--- src/rtl/fifo_rd_stream_adapter_pkg.sv ---
// Shared constants and elaboration helpers for the FIFO read-side stream adapter.
package fifo_rd_stream_adapter_pkg;

  // Deepest FIFO read latency the in-flight tracker is built for.
  localparam int unsigned MAX_RD_LAT = 4;

  // Width of the in-flight read counter; must hold 0..MAX_RD_LAT.
  localparam int unsigned INFL_CNT_W = 3;

  // The skid buffer must absorb every word already requested plus the one
  // being captured, otherwise the credit check cannot keep the pipe full.
  function automatic bit params_ok(int unsigned rd_lat, int unsigned buf_aw);
    return (rd_lat <= MAX_RD_LAT) && (buf_aw >= 1) && ((1 << buf_aw) >= (rd_lat + 1));
  endfunction

endpackage

--- src/rtl/fifo_rd_stream_adapter_skid_buf.sv ---
// Circular word store with push/pop, occupancy count and combinational head.
module fifo_rd_stream_adapter_skid_buf #(
  parameter int unsigned dw     = 32,
  parameter int unsigned buf_aw = 2
) (
  input  logic              clk,
  input  logic              rstn,
  input  logic              push,
  input  logic [dw-1:0]     push_data,
  input  logic              pop,
  output logic [dw-1:0]     head,
  output logic [buf_aw:0]   count
);

  localparam int unsigned DEPTH = 1 << buf_aw;
  localparam int unsigned CNT_W = buf_aw + 1;

  logic [DEPTH-1:0][dw-1:0] mem;
  logic [buf_aw-1:0]        wr_ptr;
  logic [buf_aw-1:0]        rd_ptr;

  // Storage: cleared on reset so the head reads zero until the first capture.
  always_ff @(posedge clk or negedge rstn) begin
    if (!rstn) begin
      mem <= '0;
    end else if (push) begin
      mem[wr_ptr] <= push_data;
    end
  end

  // Pointers advance on their own events and wrap naturally at DEPTH.
  always_ff @(posedge clk or negedge rstn) begin
    if (!rstn) begin
      wr_ptr <= '0;
      rd_ptr <= '0;
    end else begin
      if (push) wr_ptr <= wr_ptr + buf_aw'(1);
      if (pop)  rd_ptr <= rd_ptr + buf_aw'(1);
    end
  end

  // Occupancy: simultaneous push and pop leave the count unchanged.
  always_ff @(posedge clk or negedge rstn) begin
    if (!rstn) begin
      count <= '0;
    end else if (push && !pop) begin
      count <= count + CNT_W'(1);
    end else if (pop && !push) begin
      count <= count - CNT_W'(1);
    end
  end

  assign head = mem[rd_ptr];

  // The upstream credit check must keep the store from ever overflowing.
  a_no_overflow: assert property (@(posedge clk) disable iff (!rstn)
    count <= CNT_W'(DEPTH));

  // A push into a full store is only legal when a pop frees a slot in the same cycle.
  a_push_room: assert property (@(posedge clk) disable iff (!rstn)
    (push && !pop) |-> (count < CNT_W'(DEPTH)));

  // Popping an empty store would replay stale data.
  a_pop_nonempty: assert property (@(posedge clk) disable iff (!rstn)
    pop |-> (count != '0));

endmodule

--- src/rtl/fifo_rd_stream_adapter.sv ---
// Reader end of a latency-rd_lat synchronous FIFO presented as a valid/ready
// stream. Reads are issued only against free skid-buffer credit, so the FIFO
// is never popped while empty and the buffer never overflows.
module fifo_rd_stream_adapter
  import fifo_rd_stream_adapter_pkg::*;
#(
  parameter int unsigned dw     = 32,
  parameter int unsigned rd_lat = 1,
  parameter int unsigned buf_aw = 2
) (
  input  logic          clk,
  input  logic          rstn,
  input  logic          fifo_empty,
  output logic          fifo_rd_en,
  input  logic [dw-1:0] fifo_dout,
  output logic          m_valid,
  input  logic          m_ready,
  output logic [dw-1:0] m_data,
  output logic          idle
);

  localparam int unsigned BUF_DEPTH = 1 << buf_aw;
  localparam int unsigned CNT_W     = buf_aw + 1;
  localparam int unsigned CRD_W     = CNT_W + INFL_CNT_W;

  if (!params_ok(rd_lat, buf_aw)) begin : g_param_chk
    $error("fifo_rd_stream_adapter: need rd_lat<=4, buf_aw>=1 and (1<<buf_aw) >= rd_lat+1");
  end

  logic                  pop;
  logic                  arrive;
  logic [INFL_CNT_W-1:0] n_infl;
  logic [CNT_W-1:0]      buf_cnt;
  logic [CRD_W-1:0]      credit_used;
  logic [CRD_W-1:0]      credit_lim;

  assign pop = m_valid & m_ready;

  // Words held plus words owed must stay below the depth, with a same-cycle pop
  // counting as a freed slot (compared without subtraction to avoid underflow).
  assign credit_used = CRD_W'(buf_cnt) + CRD_W'(n_infl);
  assign credit_lim  = CRD_W'(BUF_DEPTH) + CRD_W'(pop);

  // rstn gating keeps the pop request low for the whole reset window.
  assign fifo_rd_en  = rstn & ~fifo_empty & (credit_used < credit_lim);

  if (rd_lat == 0) begin : g_lat0
    // Zero-latency FIFO: data is captured in the cycle it is requested.
    assign arrive = fifo_rd_en;
    assign n_infl = '0;
  end else begin : g_latn
    localparam int unsigned LAT_W = rd_lat;

    logic [LAT_W-1:0] infl;

    // In-flight tracker: one bit per outstanding read, oldest at the MSB.
    always_ff @(posedge clk or negedge rstn) begin
      if (!rstn) begin
        infl <= '0;
      end else begin
        infl <= LAT_W'({infl, fifo_rd_en});
      end
    end

    assign arrive = infl[LAT_W-1];
    assign n_infl = INFL_CNT_W'($countones(infl));
  end

  fifo_rd_stream_adapter_skid_buf #(
    .dw     (dw),
    .buf_aw (buf_aw)
  ) u_skid (
    .clk       (clk),
    .rstn      (rstn),
    .push      (arrive),
    .push_data (fifo_dout),
    .pop       (pop),
    .head      (m_data),
    .count     (buf_cnt)
  );

  assign m_valid = (buf_cnt != '0);
  assign idle    = (buf_cnt == '0) & (n_infl == '0);

endmodule
--- config.mk ---
export PLATFORM = sky130hd
export DESIGN_NAME = fifo_rd_stream_adapter
export DESIGN_NICKNAME = d
export VERILOG_FILES = /design/src/rtl/fifo_rd_stream_adapter_pkg.sv /design/src/rtl/fifo_rd_stream_adapter_skid_buf.sv /design/src/rtl/fifo_rd_stream_adapter.sv
export SDC_FILE = /design/constraint.sdc
export NUM_CORES = 1
export LEC_CHECK = 0
export BUFFER_PORTS_ARGS = -buffer_cell sky130_fd_sc_hd__buf_2
export CORE_MARGIN = 3
export CORE_UTILIZATION = 60
export CTS_CLUSTER_SIZE = 20
export DETAILED_ROUTE_END_ITERATION = 10
export PLACE_DENSITY = 0.89
export REMOVE_ABC_BUFFERS = 1
export SLEW_MARGIN = 40
export SYNTH_ARGS = -nofsm -noshare
export SYNTH_HDL_FRONTEND = slang
export SYNTH_HIERARCHICAL = 1
export SYNTH_SLANG_ARGS = --single-unit
--- constraint.sdc ---
create_clock -name clk -period 3.6 [get_ports clk]
set_clock_uncertainty 0.15 [all_clocks]
set_input_delay 0.72 -clock clk [delete_from_list [all_inputs] [get_ports clk]]
set_output_delay 0.72 -clock clk [all_outputs]
set_load 0.01 [all_outputs]
==> results of run 1 <==
==> metrics by stage <==
| step | worst slack (ns) | instance area [sq um] | hold WS, ns | utilization, % |
|---|---|---|---|---|
| 6_report | 0.275 | 7010 | 0.211 | 71.1 |
| 5_1_grt | 0.110 | 7010 | 0.208 | 71.1 |
| 4_1_cts | 0.233 | 7010 | 0.190 | 71.1 |
| 3_5_place_dp | 0.810 | 6450 | 0.325 | 65.4 |
| 3_3_place_gp | 0.949 | 6440 | 0.316 | 65.3 |
| 2_1_floorplan | 0.601 | 5880 | 0.274 | - |
==> state kept, by name, summed over array words and instances, names as in the netlist <==
| register | cells |
|---|---|
| u_skid/mem | 128 |
| u_skid/count | 3 |
| u_skid/rd_ptr | 2 |
| u_skid/wr_ptr | 2 |
| arrive | 1 |
==> power by group through the flow <==
stage          registers (uW)  clock network, uW  logic [uW]
3_5_place_dp             2850                  0        2510
2_1_floorplan            2720                  0        1750
4_1_cts                  2830               1660        2530
6_report                 2830               1630        2490
5_1_grt                  2920               1720        2690
3_3_place_gp             2770                  0        2410
==> metal layers <==
layer / share of wire (%) / track usage [%] / wire (um) / vias to the layer above
li1: - / - / - / 1451
met1: 43 / 27.1 / 4900 / 1750
met2: 51 / 34.8 / 5760 / 65
met3: 3.9 / 4.88 / 439 / 18
met4: 1.9 / 9.04 / 210 / 0
met5: 0 / 0 / 0 / -
==> synth_stat cells <==
library cell,number,share of area (%)
buf_4,1,0.12
nand2_1,2,0.12
and2_2,1,0.12
mux2_1,35,6.4
dfrtp_1,136,56
buf_2,3,0.25
ha_1,7,1.4
o21ai_0,1,0.082
mux4_2,28,10
inv_1,4,0.25
nand2_4,4,0.74
nor2_1,3,0.18
a31oi_1,1,0.10
nor4bb_1,1,0.16
clkbuf_1,1,0.061
xor2_1,4,0.57
buf_6,13,2.4
mux4_1,4,1.7
or3_4,1,0.18
nand3_1,1,0.082
mux2_2,94,17
fa_1,1,0.33
buf_12,3,0.98
xnor2_1,3,0.43
==> final cells by class <==
class / instances / area [sq um] / share of cell area (%)
tap: 133 / 166 / 2.37
multi-input combinational: 191 / 2470 / 35.2
inverter: 4 / 15.0 / 0.214
clock inverter: 13 / 130 / 1.86
timing repair buffer: 73 / 395 / 5.64
clock buffer: 19 / 432 / 6.16
sequential: 136 / 3410 / 48.6
antenna: 1 / 2.50 / 0.0357
==> worst paths after layout <==
kind,start,to,slack (ns),cells past startpoint
hold / removal,rstn,u_skid/mem[14],0.21,2
max in group asynchronous,rstn,u_skid/rd_ptr[1],2.54,2
setup reg to reg,u_skid/count[2],u_skid/count[2],1.18,9
hold reg to reg,u_skid/mem[77],u_skid/mem[77],0.34,1
setup / recovery,arrive,fifo_rd_en,0.27,6
min in group clk,fifo_empty,arrive,0.21,2
==> cell families after synthesis <==
family | after synthesis
AOI/OAI and AO/OA | 2
xor gates and xnor gates | 7
adders and majority gates | 8
buffers and inverters | 25
DFF | 136
muxes | 161
and+or+nand+nor | 13
==> flow_summary.toml, run 1 <==
[timing]
setup_tns_ns = 0
drv_slew = 0
slew_headroom_pct = 42.9
timing.fmax_mhz = 301
hold_viol = 0
grt_setup_unrepaired = "no"
tightest_slew_ns = 0.857
fin_crit_ns = 3.33
setup_viol = 0
finalCritPeriodShare_pct = 92.4

[grt]
grt_pass1_vias = 3607
grt-ovfl-total = 0
grt_first_pass_wirelength_um = 18100
antenna_found_initial = 1
track_usage_pct = 21.1
grt_max_degree = 78

[power_and_ir_drop]
p_sw_uw = 2130
peakVddDrop_uv = 475
swShare_pct = 30.7
power.share.clock_pct = 23.5
p_int_uw = 4810
power_uw = 6950
power_density_nw_per_um2 = 991
comb_power_share_pct = 35.8
power.leakage_uw = 0.00310
seq_power_share_pct = 40.7

[synth]
synthDistinctLibCells = 24
yosysWarnings = 6
synth_seq_area_share_pct = 55.6
synthXorXnorAreaFrac_pct = 1.00
synth_fa_ha_area_share_pct = 1.76
yosys_register_bits = 136
syn-instance-count = 352
muxShareOfSynthArea_pct = 35.8
synth.avg_cell_area_sq_um = 17.4
synth_top_family_by_area = "multiplexers"
yosys.area_share.simple_pct = 1.60
synth-compound-area-share_pct = 0.184
syn-cell-area_sq_um = 6120

[critical_path]
critPathTopFamily = "flip-flops"
critPathMaxStageDelay_ns = 0.69
start_kind = "flip-flop"
crit_buf_inv = 1
worst_path_most_repeated_cell = "ha_1"
crit_chain = "ha_1 -> ha_1 -> nor2_1 -> a31oi_1 -> nor4bb_1 -> buf_2"
cp.required_ns = 2.73
crit_slowest_cell = "dfrtp_1"
crit_path_end_kind = "output port"
critical_path_arrival_ns = 2.46
cp_max_fo = 10
path_class = "reg -> out"

[clock_network]
cts_hold_buffers = 0
cts_root_buf = "clkbuf_8"
worstSkewPairLatency_ns = 0.52
cts_resized = 0
cts_tree = "built"
clock-sinks = 136
cts_setup_buffers = 0
cts_htree_levels = 4
clkTransAtPathRegs_ns = 0.06
clk_path_buf_depth = 2
cts_buffers = 17

[detailed_routing]
dr.first_iter.drc_count = 156
detail_route.first_pass.iterations = 4
vias = 3284
via_per_inst = 5.76
wirelength_um = 11300
drc = 0
ant_nets = 0
avgRoutedWirePerCell_um = 19.8

[finish]
drive_above_1_share_pct = 53.7
fillers = 623
final_net_count = 467
area_growth_pct = 14.6
final_common_cell = "dfrtp_1"
layout_common_cells = "134 x dfrtp_1, 94 x mux2_2, 69 x buf_2"
final_cells = 570

[status]
status = "complete, no violations"

[floorplan]
die_h_um = 107
fp.dieW_um = 107
row_count = 36
initial_utilization_pct = 62.0
io_pins = 71
dieArea_sq_um = 11400
fp.coreArea_sq_um = 9860

[placed_design]
place.port_buffers = 70
hpwlAfterDp_um = 7010
dp.cells = 537
place.gp.congestion = 0.751

[run]
drv_cap = 0

[hold_path]
hold_path_class = "in -> async"
Power figures use the tool's default switching activity.
==> run 2: changes to the inputs <==
--- a/config.mk
+++ b/config.mk
@@ -6,11 +6,14 @@
 export NUM_CORES = 1
 export LEC_CHECK = 0
 export BUFFER_PORTS_ARGS = -buffer_cell sky130_fd_sc_hd__buf_2
+export CELL_PAD_IN_SITES_DETAIL_PLACEMENT = 0
+export CELL_PAD_IN_SITES_GLOBAL_PLACEMENT = 1
 export CORE_MARGIN = 3
-export CORE_UTILIZATION = 60
+export CORE_UTILIZATION = 53
 export CTS_CLUSTER_SIZE = 20
 export DETAILED_ROUTE_END_ITERATION = 10
-export PLACE_DENSITY = 0.89
+export HOLD_SLACK_MARGIN = 0.12
+export PLACE_DENSITY = 0.87
 export REMOVE_ABC_BUFFERS = 1
 export SLEW_MARGIN = 40
 export SYNTH_ARGS = -nofsm -noshare
==> run 2 against run 1 <==
Clock-buffer cell count up 2. Largest cell class unchanged. Critical endpoint unchanged. Cell area up 1.5%. Setup slack improved by 0.17 ns.
==> flow_summary.toml, run 2 (synthesized netlist as in run 1, its figures left out) <==
[power_and_ir_drop]
p_int_uw = 5040
power.share.clock_pct = 25.6
p_sw_uw = 2090
swShare_pct = 29.4
seq_power_share_pct = 39.1
power_density_nw_per_um2 = 1000
comb_power_share_pct = 35.3
power.leakage_uw = 0.00313
peakVddDrop_uv = 523

[status]
status = "complete, no violations"

[clock_network]
cts_setup_buffers = 0
clk_path_buf_depth = 2
cts_tree = "built"
cts_resized = 0
cts_root_buf = "clkbuf_16"
worstSkewPairLatency_ns = 0.41
clock-sinks = 136
cts_buffers = 17
cts_htree_levels = 4
cts_hold_buffers = 0
clkTransAtPathRegs_ns = 0.06

[floorplan]
dieArea_sq_um = 12900
die_h_um = 113
fp.dieW_um = 113
initial_utilization_pct = 55.2
fp.coreArea_sq_um = 11100
row_count = 38
io_pins = 71

[hold_path]
hold_path_class = "in -> async"

[grt]
grt_first_pass_wirelength_um = 18200
grt-ovfl-total = 0
grt_use_met2_pct = 29.6
use_met3_pct = 5.31
track_usage_pct = 18.6
busiest_layer = "met2"
antenna_found_initial = 0
met1_usage_pct = 25.0
grt_max_degree = 69
grt_pass1_vias = 3558

[finish]
stdcell_area_sq_um = 7120
final_common_cell = "dfrtp_1"
regMostFlops = "u_skid/mem"
reg_top3 = "u_skid/mem: 128 flops, u_skid/count: 3 flops"
area_growth_pct = 16.4
layout_common_cells = "134 x dfrtp_1, 94 x mux2_2, 69 x buf_2"
fillers = 783
final_net_count = 468
antennaDiodeCount = 0
multi_input_area_sq_um = 2470
final_core_util_pct = 64.3
largest_reg_flops = 128
register_area_sq_um = 3410
drive_above_1_share_pct = 53.5

[timing]
hold_viol = 0
fin_crit_ns = 3.15
grt_setup_unrepaired = "no"
tightest_slew_ns = 0.608
finalCritPeriodShare_pct = 87.6
setup_tns_ns = 0
slew_headroom_pct = 59.4
timing.fmax_mhz = 317
setup_viol = 0
drv_slew = 0

[critical_path]
crit_buf_inv = 1
worst_path_most_repeated_cell = "ha_1"
reg2reg_slack_ns = 1.22
crit_chain = "ha_1 -> ha_1 -> nor2_1 -> a31oi_1 -> nor4bb_1 -> buf_2"
path_class = "reg -> out"
worstReg2RegEnd = "u_skid/count[2]"
critical_path_arrival_ns = 2.28
critPathTopFamily = "flip-flops"
cp.required_ns = 2.73
rr_startpoint = "u_skid/count[2]"
start_kind = "flip-flop"
critPathMaxStageDelay_ns = 0.68
cp_max_fo = 10
reg2reg_depth = 9
crit_path_end_kind = "output port"
crit_slowest_cell = "dfrtp_1"

[detailed_routing]
dr.first_iter.drc_count = 182
detail_route.first_pass.iterations = 4
avgRoutedWirePerCell_um = 18.9
vias = 3250
drc = 0
ant_nets = 0
wirelength_um = 10900
via_per_inst = 5.63

[placed_design]
place_area_sq_um = 6480
place.port_buffers = 70
hpwlAfterDp_um = 6800
place.gp.congestion = 0.734

[run]
drv_cap = 0
## run 2: changes by cell type in the layout (fill, tap and decap cells not counted), sizes merged
cell / change
clkbuf: +2
diode: -1
clkinvlp: +2
bufinv: +2
clkinv: -6
buf: +1
## run 2: layer usage
layer,vias to the layer above,wire length (um)
met1,1720,4860
met2,62,5420
met5,-,0
li1,1459,-
met4,0,100
met3,9,524
## run 2: stage by stage
step | hold WS [ns] | total power (uW) | setup slack, ns | cells
floorplan | 0.274 | 4470 | 0.601 | 331
global placement | 0.316 | 5210 | 0.938 | 544
detailed placement | 0.325 | 5370 | 0.855 | 545
CTS | 0.304 | 7220 | 0.412 | 577
global route | 0.324 | 7580 | 0.246 | 577
finish | 0.268 | 7130 | 0.448 | 577
## run 2: how the worst max path moves through the flow
stage                                start         end  slack [ns]  cells after the start
after global routing                arrive  fifo_rd_en        0.25                      6
after global placement              arrive  fifo_rd_en        0.94                      6
after floorplan           u_skid/rd_ptr[0]  m_data[15]        0.60                      1
final                               arrive  fifo_rd_en        0.45                      6
after detailed placement            arrive  fifo_rd_en        0.86                      6
after CTS                           arrive  fifo_rd_en        0.41                      6
## run 2: power groups by stage
stage               registers [uW]  clock network, uW  logic, uW
detailed placement            2820                  0       2560
global placement              2790                  0       2420
finish                        2790               1830       2520
CTS                           2800               1860       2570
floorplan                     2720                  0       1750
global route                  2900               1930       2750
## run 2: cell type report
class                   count  area share (%)
flip-flops and latches    136            47.8
clock inverters            11            2.41
clock buffers              21            6.47
multi-input cells         191            34.6
inverters                   4           0.211
well taps                 140            2.46
repair buffers             74            5.99
==> run 3: changes to the inputs <==
--- a/config.mk
+++ b/config.mk
@@ -9,11 +9,11 @@
 export CELL_PAD_IN_SITES_DETAIL_PLACEMENT = 0
 export CELL_PAD_IN_SITES_GLOBAL_PLACEMENT = 1
 export CORE_MARGIN = 3
-export CORE_UTILIZATION = 53
+export CORE_UTILIZATION = 40
 export CTS_CLUSTER_SIZE = 20
 export DETAILED_ROUTE_END_ITERATION = 10
 export HOLD_SLACK_MARGIN = 0.12
-export PLACE_DENSITY = 0.87
+export PLACE_DENSITY = 0.69
 export REMOVE_ABC_BUFFERS = 1
 export SLEW_MARGIN = 40
 export SYNTH_ARGS = -nofsm -noshare
==> run 3 against run 2 <==
Non-clock buffer count grew 2. Routed wire length up 5.9%. Critical path type unchanged. Sequential cell count stayed put. First-iteration DRC count fell by 28%. Clock power decreased by 14%. Maximum frequency fell by 2.4%. Worst hold slack lost 0.017 ns. Cell area fell by 0.58%. Critical endpoint unchanged. Register-to-register slack got worse by 0.02 ns.
==> flow_summary.toml, run 3 (synthesized netlist as in run 1, its figures left out) <==
[clock_network]
cts_buffers = 17
clock-sinks = 136
cts_setup_buffers = 0
cts_resized = 0
worstSkewPairLatency_ns = 0.42
cts_hold_buffers = 0
cts_tree = "built"
clk_path_buf_depth = 2
cts_htree_levels = 4
clkTransAtPathRegs_ns = 0.06
cts_root_buf = "clkbuf_16"

[finish]
reg_top3 = "u_skid/mem: 128 flops, u_skid/count: 3 flops"
drive_above_1_share_pct = 54.2
fillers = 1291
layout_common_cells = "134 x dfrtp_1, 94 x mux2_2, 69 x buf_2"
final_cells = 623
area_growth_pct = 15.7
antennaDiodeCount = 0
final_common_cell = "dfrtp_1"
regMostFlops = "u_skid/mem"
final_net_count = 470
largest_reg_flops = 128

[timing]
timing.fmax_mhz = 310
finalCritPeriodShare_pct = 89.7
grt_setup_unrepaired = "no"
drv_slew = 0
hold_viol = 0
fin_crit_ns = 3.23
setup_viol = 0
slew_headroom_pct = 48.8
setup_tns_ns = 0
setup_ws_ns = 0.371
tightest_slew_ns = 0.768

[floorplan]
io_pins = 71
initial_utilization_pct = 41.5
die_h_um = 130
fp.coreArea_sq_um = 14800
dieArea_sq_um = 16800
fp.dieW_um = 130
row_count = 44

[detailed_routing]
avgRoutedWirePerCell_um = 18.5
drc = 0
detail_route.first_pass.iterations = 4
dr.first_iter.drc_count = 131
wirelength_um = 11500
ant_nets = 0
via_per_inst = 5.24
vias = 3262

[critical_path]
cp.required_ns = 2.73
crit_chain = "ha_1 -> ha_1 -> nor2_1 -> a31oi_1 -> nor4bb_1 -> buf_2"
crit_path_end_kind = "output port"
crit_slowest_cell = "dfrtp_1"
path_class = "reg -> out"
worst_path_most_repeated_cell = "ha_1"
critPathMaxStageDelay_ns = 0.69
critical_path_arrival_ns = 2.36
cp_max_fo = 10
cp-startpoint = "arrive"
start_kind = "flip-flop"
rr_startpoint = "u_skid/count[1]"
critPathTopFamily = "flip-flops"
crit_buf_inv = 1

[placed_design]
hpwlAfterDp_um = 7020
place.gp.congestion = 0.719
dp.cells = 591
place_ws_ns = 0.812
place.port_buffers = 70

[power_and_ir_drop]
comb_power_share_pct = 36.4
peakVddDrop_uv = 424
swShare_pct = 31.3
power.leakage_uw = 0.00310
p_int_uw = 4710
p_sw_uw = 2150
power.share.clock_pct = 23.0
power_density_nw_per_um2 = 969
seq_power_share_pct = 40.6

[run]
drv_cap = 0

[hold_path]
hold_path_class = "in -> async"

[grt]
antenna_found_initial = 0
grt_first_pass_wirelength_um = 19200
grt_pass1_vias = 3590
track_usage_pct = 15.3
grt-ovfl-total = 0
grt_max_degree = 137

[status]
status = "complete, no violations"
-- run 3: cell types whose count changed in the layout (fill, tap and decap cells not counted) --
cell	change
clkinv_4	+5
inv_6	+4
clkinvlp_4	-1
clkbuf_1	-2
clkbuf_8	-2
buf_4	+5
buf_16	-1
buf_6	-2
bufinv_16	-4
-- run 3: worst paths after layout --
kind	depth (start not counted)	slack [ns]	end
setup reg to reg	9	1.20	u_skid/count[2]
hold reg to reg	1	0.33	u_skid/mem[16]
min in group clk	2	0.32	arrive
setup / recovery	6	0.37	fifo_rd_en
max in group asynchronous	2	2.39	u_skid/rd_ptr[0]
hold / removal	2	0.25	u_skid/mem[80]
-- run 3: power groups by stage --
stage / logic, uW / clock network (uW) / registers (uW)
6_report: 2500 / 1580 / 2780
5_1_grt: 2740 / 1700 / 2900
2_1_floorplan: 1750 / 0 / 2720
3_3_place_gp: 2490 / 0 / 2770
4_1_cts: 2550 / 1630 / 2800
3_5_place_dp: 2550 / 0 / 2820
-- run 3: cell type report --
class	count	area, sq um	share of cell area, %
sequential	136	3410	48.1
inverter	4	15.0	0.212
clock buffer	17	425	6.01
multi-input combinational	191	2470	34.8
timing repair buffer	76	414	5.85
tap	184	230	3.25
clock inverter	15	123	1.73
-- run 3: stage by stage --
| step | area, sq um | hold slack, ns | util (%) | power (uW) |
|---|---|---|---|---|
| global placement | 6530 | 0.316 | 44.3 | 5260 |
| global route | 7080 | 0.316 | 48.0 | 7330 |
| detailed placement | 6530 | 0.325 | 44.3 | 5360 |
| CTS | 7080 | 0.300 | 48.0 | 6970 |
| floorplan | 5880 | 0.274 | - | 4470 |
| finish | 7080 | 0.251 | 48.0 | 6860 |
-- run 3: routing by layer --
layer	vias up	GRT usage (%)	part of all wire [%]
li1	1453	-	-
met1	1737	19.4	45
met2	61	24.5	49
met3	11	4.91	4.5
met4	0	5.68	1.3
met5	-	0	0
